### config.mk
export PLATFORM = sky130hd
export DESIGN_NAME = r16_bu_sched
export DESIGN_NICKNAME = d
export VERILOG_FILES = /design/src/rtl/r16_bu_sched_pkg.sv /design/src/rtl/r16_vld_pipe.sv /design/src/rtl/r16_bu_sched.sv
export SDC_FILE = /design/constraint.sdc
export NUM_CORES = 1
export LEC_CHECK = 0
export ABC_AREA = 1
export BUFFER_PORTS_ARGS = -buffer_cell sky130_fd_sc_hd__buf_2
export CAP_MARGIN = 20
export CORE_ASPECT_RATIO = 1.25
export CORE_MARGIN = 4
export CORE_UTILIZATION = 60
export DETAILED_ROUTE_END_ITERATION = 8
export MAX_ROUTING_LAYER = met4
export PLACE_DENSITY = 0.81
export SLEW_MARGIN = 15
export SYNTH_ARGS = -nofsm -noshare
export SYNTH_HDL_FRONTEND = slang
export SYNTH_SLANG_ARGS = --single-unit
### constraint.sdc
create_clock -name clk -period 3.8 [get_ports clk]
set_input_delay 0.57 -clock clk [delete_from_list [all_inputs] [get_ports clk]]
set_output_delay 0.57 -clock clk [all_outputs]
set_load 0.05 [all_outputs]
### src/rtl/r16_bu_sched_pkg.sv
// rtl/r16_bu_sched_pkg.sv - shared types and constants for the radix-16 BU scheduler
package r16_bu_sched_pkg;

    typedef enum logic [1:0] {
        IDLE   = 2'd0,
        RUN    = 2'd1,
        SDRAIN = 2'd2,
        FIN    = 2'd3
    } sched_state_e;

    localparam int DEF_GRP_W   = 10;
    localparam int GRP_NUM     = 1 << DEF_GRP_W;
    localparam int DEF_STG_NUM = 4;
    localparam int DEF_STG_W   = 2;
    localparam int DEF_BU_LAT  = 6;

    // Width of one in-flight entry: {valid, grp, stg}
    function automatic int pipe_w(input int grp_w, input int stg_w);
        return 1 + grp_w + stg_w;
    endfunction

endpackage

### src/rtl/r16_vld_pipe.sv
// rtl/r16_vld_pipe.sv - in-flight tracking shift register with valid-OR for the drain check
module r16_vld_pipe
    import r16_bu_sched_pkg::*;
#(
    parameter int DEPTH = DEF_BU_LAT,
    parameter int W     = pipe_w(DEF_GRP_W, DEF_STG_W)
) (
    input  logic         clk,
    input  logic         rst_n,
    input  logic [W-1:0] i_d,
    output logic [W-1:0] o_q,
    output logic         o_any_vld
);

    logic [W-1:0] r_sr [DEPTH];

    always_ff @(posedge clk or negedge rst_n) begin
        if (!rst_n) begin
            for (int i = 0; i < DEPTH; i++) begin
                r_sr[i] <= '0;
            end
        end else begin
            r_sr[0] <= i_d;
            for (int i = 1; i < DEPTH; i++) begin
                r_sr[i] <= r_sr[i-1];
            end
        end
    end

    assign o_q = r_sr[DEPTH-1];

    // The valid flag sits in the MSB of every entry
    always_comb begin
        o_any_vld = 1'b0;
        for (int i = 0; i < DEPTH; i++) begin
            o_any_vld = o_any_vld | r_sr[i][W-1];
        end
    end

endmodule

### src/rtl/r16_bu_sched.sv
// rtl/r16_bu_sched.sv - stage/group issue and retire scheduler for the radix-16 butterfly unit
module r16_bu_sched
    import r16_bu_sched_pkg::*;
#(
    parameter int STG_NUM = DEF_STG_NUM,
    parameter int GRP_W   = $clog2(GRP_NUM),
    parameter int STG_W   = DEF_STG_W,
    parameter int BU_LAT  = DEF_BU_LAT
) (
    input  logic             clk,
    input  logic             rst_n,
    input  logic             start,
    input  logic             hold,
    output logic             rd_en,
    output logic [GRP_W-1:0] rd_grp,
    output logic [STG_W-1:0] rd_stg,
    output logic             wr_en,
    output logic [GRP_W-1:0] wr_grp,
    output logic [STG_W-1:0] wr_stg,
    output logic             br_en,
    output logic             busy,
    output logic             done
);

    localparam int PW = pipe_w(GRP_W, STG_W);

    sched_state_e     r_state;
    sched_state_e     w_next;
    logic [GRP_W-1:0] r_grp;
    logic [STG_W-1:0] r_stg;
    logic             r_br;
    logic             w_last_grp;
    logic             w_last_stg;
    logic             w_drained;
    logic             w_pipe_any;
    logic [PW-1:0]    w_pipe_in;
    logic [PW-1:0]    w_pipe_out;

    assign w_last_grp = (r_grp == {GRP_W{1'b1}});
    assign w_last_stg = (r_stg == STG_W'(STG_NUM - 1));
    // In-place memory: next stage may not read until the BR stage has also retired
    assign w_drained  = !w_pipe_any && !r_br;

    always_ff @(posedge clk or negedge rst_n) begin
        if (!rst_n) begin
            r_state <= IDLE;
        end else begin
            r_state <= w_next;
        end
    end

    always_comb begin
        w_next = r_state;
        case (r_state)
            IDLE:    if (start) w_next = RUN;
            RUN:     if (!hold && w_last_grp) w_next = SDRAIN;
            SDRAIN:  if (w_drained) w_next = w_last_stg ? FIN : RUN;
            FIN:     w_next = IDLE;
            default: w_next = IDLE;
        endcase
    end

    always_comb begin
        rd_en = 1'b0;
        busy  = 1'b0;
        done  = 1'b0;
        case (r_state)
            RUN: begin
                rd_en = !hold;
                busy  = 1'b1;
            end
            SDRAIN:  busy = 1'b1;
            FIN: begin
                busy = 1'b1;
                done = 1'b1;
            end
            default: ;
        endcase
    end

    // Group saturates on the last issue; only the stage advance resets it
    always_ff @(posedge clk or negedge rst_n) begin
        if (!rst_n) begin
            r_grp <= '0;
            r_stg <= '0;
        end else begin
            case (r_state)
                IDLE: begin
                    if (start) begin
                        r_grp <= '0;
                        r_stg <= '0;
                    end
                end
                RUN: begin
                    if (!hold && !w_last_grp) r_grp <= r_grp + 1'b1;
                end
                SDRAIN: begin
                    if (w_drained && !w_last_stg) begin
                        r_grp <= '0;
                        r_stg <= r_stg + 1'b1;
                    end
                end
                default: ;
            endcase
        end
    end

    assign rd_grp    = r_grp;
    assign rd_stg    = r_stg;
    assign w_pipe_in = {rd_en, r_grp, r_stg};

    r16_vld_pipe #(
        .DEPTH (BU_LAT),
        .W     (PW)
    ) u_vld_pipe (
        .clk       (clk),
        .rst_n     (rst_n),
        .i_d       (w_pipe_in),
        .o_q       (w_pipe_out),
        .o_any_vld (w_pipe_any)
    );

    assign {wr_en, wr_grp, wr_stg} = w_pipe_out;

    always_ff @(posedge clk or negedge rst_n) begin
        if (!rst_n) begin
            r_br <= 1'b0;
        end else begin
            r_br <= wr_en;
        end
    end

    assign br_en = r_br;

endmodule
==> out/results.txt <==
Status: finished, final reports clean
N_diodes: 0
Post-Place Setup Slack: 1.89 ns
Post-synthesis adder-cell area fraction: 0.816%
Max-capacitance violation count: 0
Endpoints failing setup: 0
Complex-gate fraction of the synthesized area: 3.84%
Area grow syn2layout: 10.8%
Largest net degree at the start of global routing: 94
Vias in the first global route: 1,570
Number of remaining DRC errors: 0
Worst-Skew Late Latency: 0.34 ns
Placement Rows: 28
Setup TNS: 0 ns
Post-synthesis simple-gate area fraction: 12.2%
Leakage: 1.90 nW
Syn Nets: 242
CP arrival: 1.74 ns
Avg WL per Cell: 11.4 um
# nets final: 270
Sequential share of the synthesized area: 75.9%
Final Max Tran Viols: 0
CP cell instances: inv_1 -> nor2_1 -> inv_1 -> nor2_1 -> buf_2
Yosys warns: 0
Max-slew headroom: 50.0%
CP Class: register to output port
Layout cells sized above 1: 22.7%
RSZ-0062 raised after global routing: no
Reg-to-Reg Start: rd_grp[0]
IO Count: 33
Setup crit end kind: output port
Post-synth top cells: dfrtp_1, nand2_1, inv_1, nor2_1, buf_4
Post-synthesis cell type count: 24
WP data required: 3.23 ns
Crit path buf inv count: 3
Number of routed nets with antenna violations: 0
Largest family of logic cells by synthesized area: simple AND/OR/NAND/NOR gates
Slowest cell delay on critical path: 0.40 ns
CTS tree: built
Global-route wire length before repair: 6.64 mm
Final WL: 3.74 mm
Initial antenna violation count: 0
Pre-antenna DRT Iters: 4
GR Util All Layers: 14.8%
Post-route setup slack: 1.49 ns
Placed instance area: 3190 sq um
GR Overflow Total: 0
Post-synth EDFFs: 0
Period utilization: 60.8%
Post-CTS Setup Inserts: 0
Die Footprint: 6320 sq um
Iteration-0 DRC Markers: 78
Post-DR vias/cell: 4.71
Most frequent cell after synthesis: dfrtp_1
Die Height: 87.9 um
Final instance area: 3400 sq um
Cells after synthesis: 236
Crit path max-delay cell type: dfrtp_1
Post-synth ARST share: 100%
Htree depth: 3
RD Place Congestion: 0.866
Inserted Clock Buffers: 9
Crit path time final: 2.31 ns
Hold WC Path Type: input pin to asynchronous set/reset pin
Root Driver: clkbuf_8
Initial Utilization: 63.4%
CP Launch Type: register
Hold Buf Count CTS: 0
Multiplexer share of the synthesized area: 0%
Post-synthesis average cell area: 13.0 sq um
Non-filler cells, final: 329
Hold Slack: 0.268 ns
Clk sink count: 93
Max FO, Critical Path: 12
Core Area: 4830 sq um
Count of port buffers added during placement: 32
Cell taking the most area after synthesis: dfrtp_1
Seq cells post-synth: 93
Reg clk slew, reported paths: 0.09 ns
Top achievable clock speed: 433 MHz
Yosys top cell area share: 75.9%
Cell area power density: 715 nW/um^2
Final hold violation count: 0
Dpl hpwl: 2.54 mm
Dpl cells: 313
DR vias: 1,548
Xor-xnor portion of the synthesized cell area: 0.857%
Mapped Area: 3070 sq um
Main synth FF type: dfrtp_1
Area contributors post-synth: dfrtp_1, nand2_1, buf_4
Clock Tree Buf Depth: 2
Crit path from: r_state[0]
Clk_skew: 0.0113 ns
Post-cts gate resize count: 0
Die width: 71.9 um
VDD IR max: 0.585 mV
Crit path max-delay family: buffers and inverters
Fillcell total: 340
Worst slew pin tran: 0.750 ns
## cells in the final DEF (no fill, tap or decap), types with 2 or more instances in the layout
cell / instances
dfrtp_1: 93
nand2_1: 49
buf_2: 31
inv_1: 20
nor2_1: 20
clkbuf_8: 10
o21bai_1: 9
o21ai_0: 4
nor2_2: 3
nand2_2: 3
xor2_1: 3
nand3_1: 3
clkinv_4: 3
nand3_2: 2
a21oi_1: 2
ha_1: 2
## layer usage
metal  part of all wire [%]  wire [um]  global-route usage (%)  vias up
met5                      0          0                       -        -
met3                    5.6        210                    5.51       12
met1                     42       1590                    15.2      726
li1                       -          -                       -      771
met4                    3.1        116                    8.55        0
met2                     49       1830                    24.1       39
## state kept, by name (all words and copies together), names as in the netlist
signal / count
rd_stg: 2
br_en: 1
u_vld_pipe.o_q: 13
r_state: 2
rd_grp: 10
u_vld_pipe.r_sr: 65
## worst reg2reg max path, cell delays in order (launching register included)
cell,delay [ns]
dfrtp_1,0.46
ha_1,0.20
nand2_1,0.10
nor2_2,0.17
nand3_2,0.11
nand2_2,0.07
nand2_2,0.06
nand2_4,0.14
nor2_4,0.09
nand2_1,0.07
nand2_1,0.05
## worst paths after layout
check / to / slack [ns] / depth (start not counted)
setup / recovery: rd_en / 1.49 / 5
hold / removal: u_vld_pipe.o_q[1] / 0.27 / 1
max in group asynchronous: u_vld_pipe.r_sr[76] / 3.03 / 1
setup reg to reg: rd_grp[7] / 2.16 / 10
min in group clk: u_vld_pipe.r_sr[43] / 0.34 / 0
hold reg to reg: u_vld_pipe.r_sr[43] / 0.34 / 0
## where the power goes
| part | switching [mW] | leakage (nW) | internal, mW |
|---|---|---|---|
| Combinational | 0.436 | 0.528 | 0.115 |
| Sequential | 0.0761 | 1.27 | 1.16 |
| Clock | 0.316 | 0.107 | 0.326 |
| Total | 0.828 | 1.90 | 1.60 |
## cell type report
cell class | count | area [sq um] | area share (%)
inverters | 21 | 78.8 | 2.32
flip-flops and latches | 93 | 2330 | 68.5
repair buffers | 32 | 166 | 4.90
well taps | 60 | 75.1 | 2.21
clock inverters | 6 | 70.1 | 2.06
multi-input cells | 107 | 542 | 15.9
clock buffers | 10 | 138 | 4.05
## metrics by stage
step	utilization, %	total power, mW
2_1_floorplan	-	1.72
3_3_place_gp	65.9	1.79
3_5_place_dp	65.9	1.81
4_1_cts	70.2	2.46
5_1_grt	70.3	2.57
6_report	70.3	2.43
## logic make-up (layout without fill, tap and decap cells)
kind of cell	count (synthesis)	in the layout
buffers and inverters	36	69
AND/OR/NAND/NOR	85	85
adder cells (fa/ha/maj)	2	2
AO/OA/AOI/OAI	17	17
flip-flops	93	93
XOR/XNOR	3	3
No activity file was read; power rests on OpenSTA's default activity.
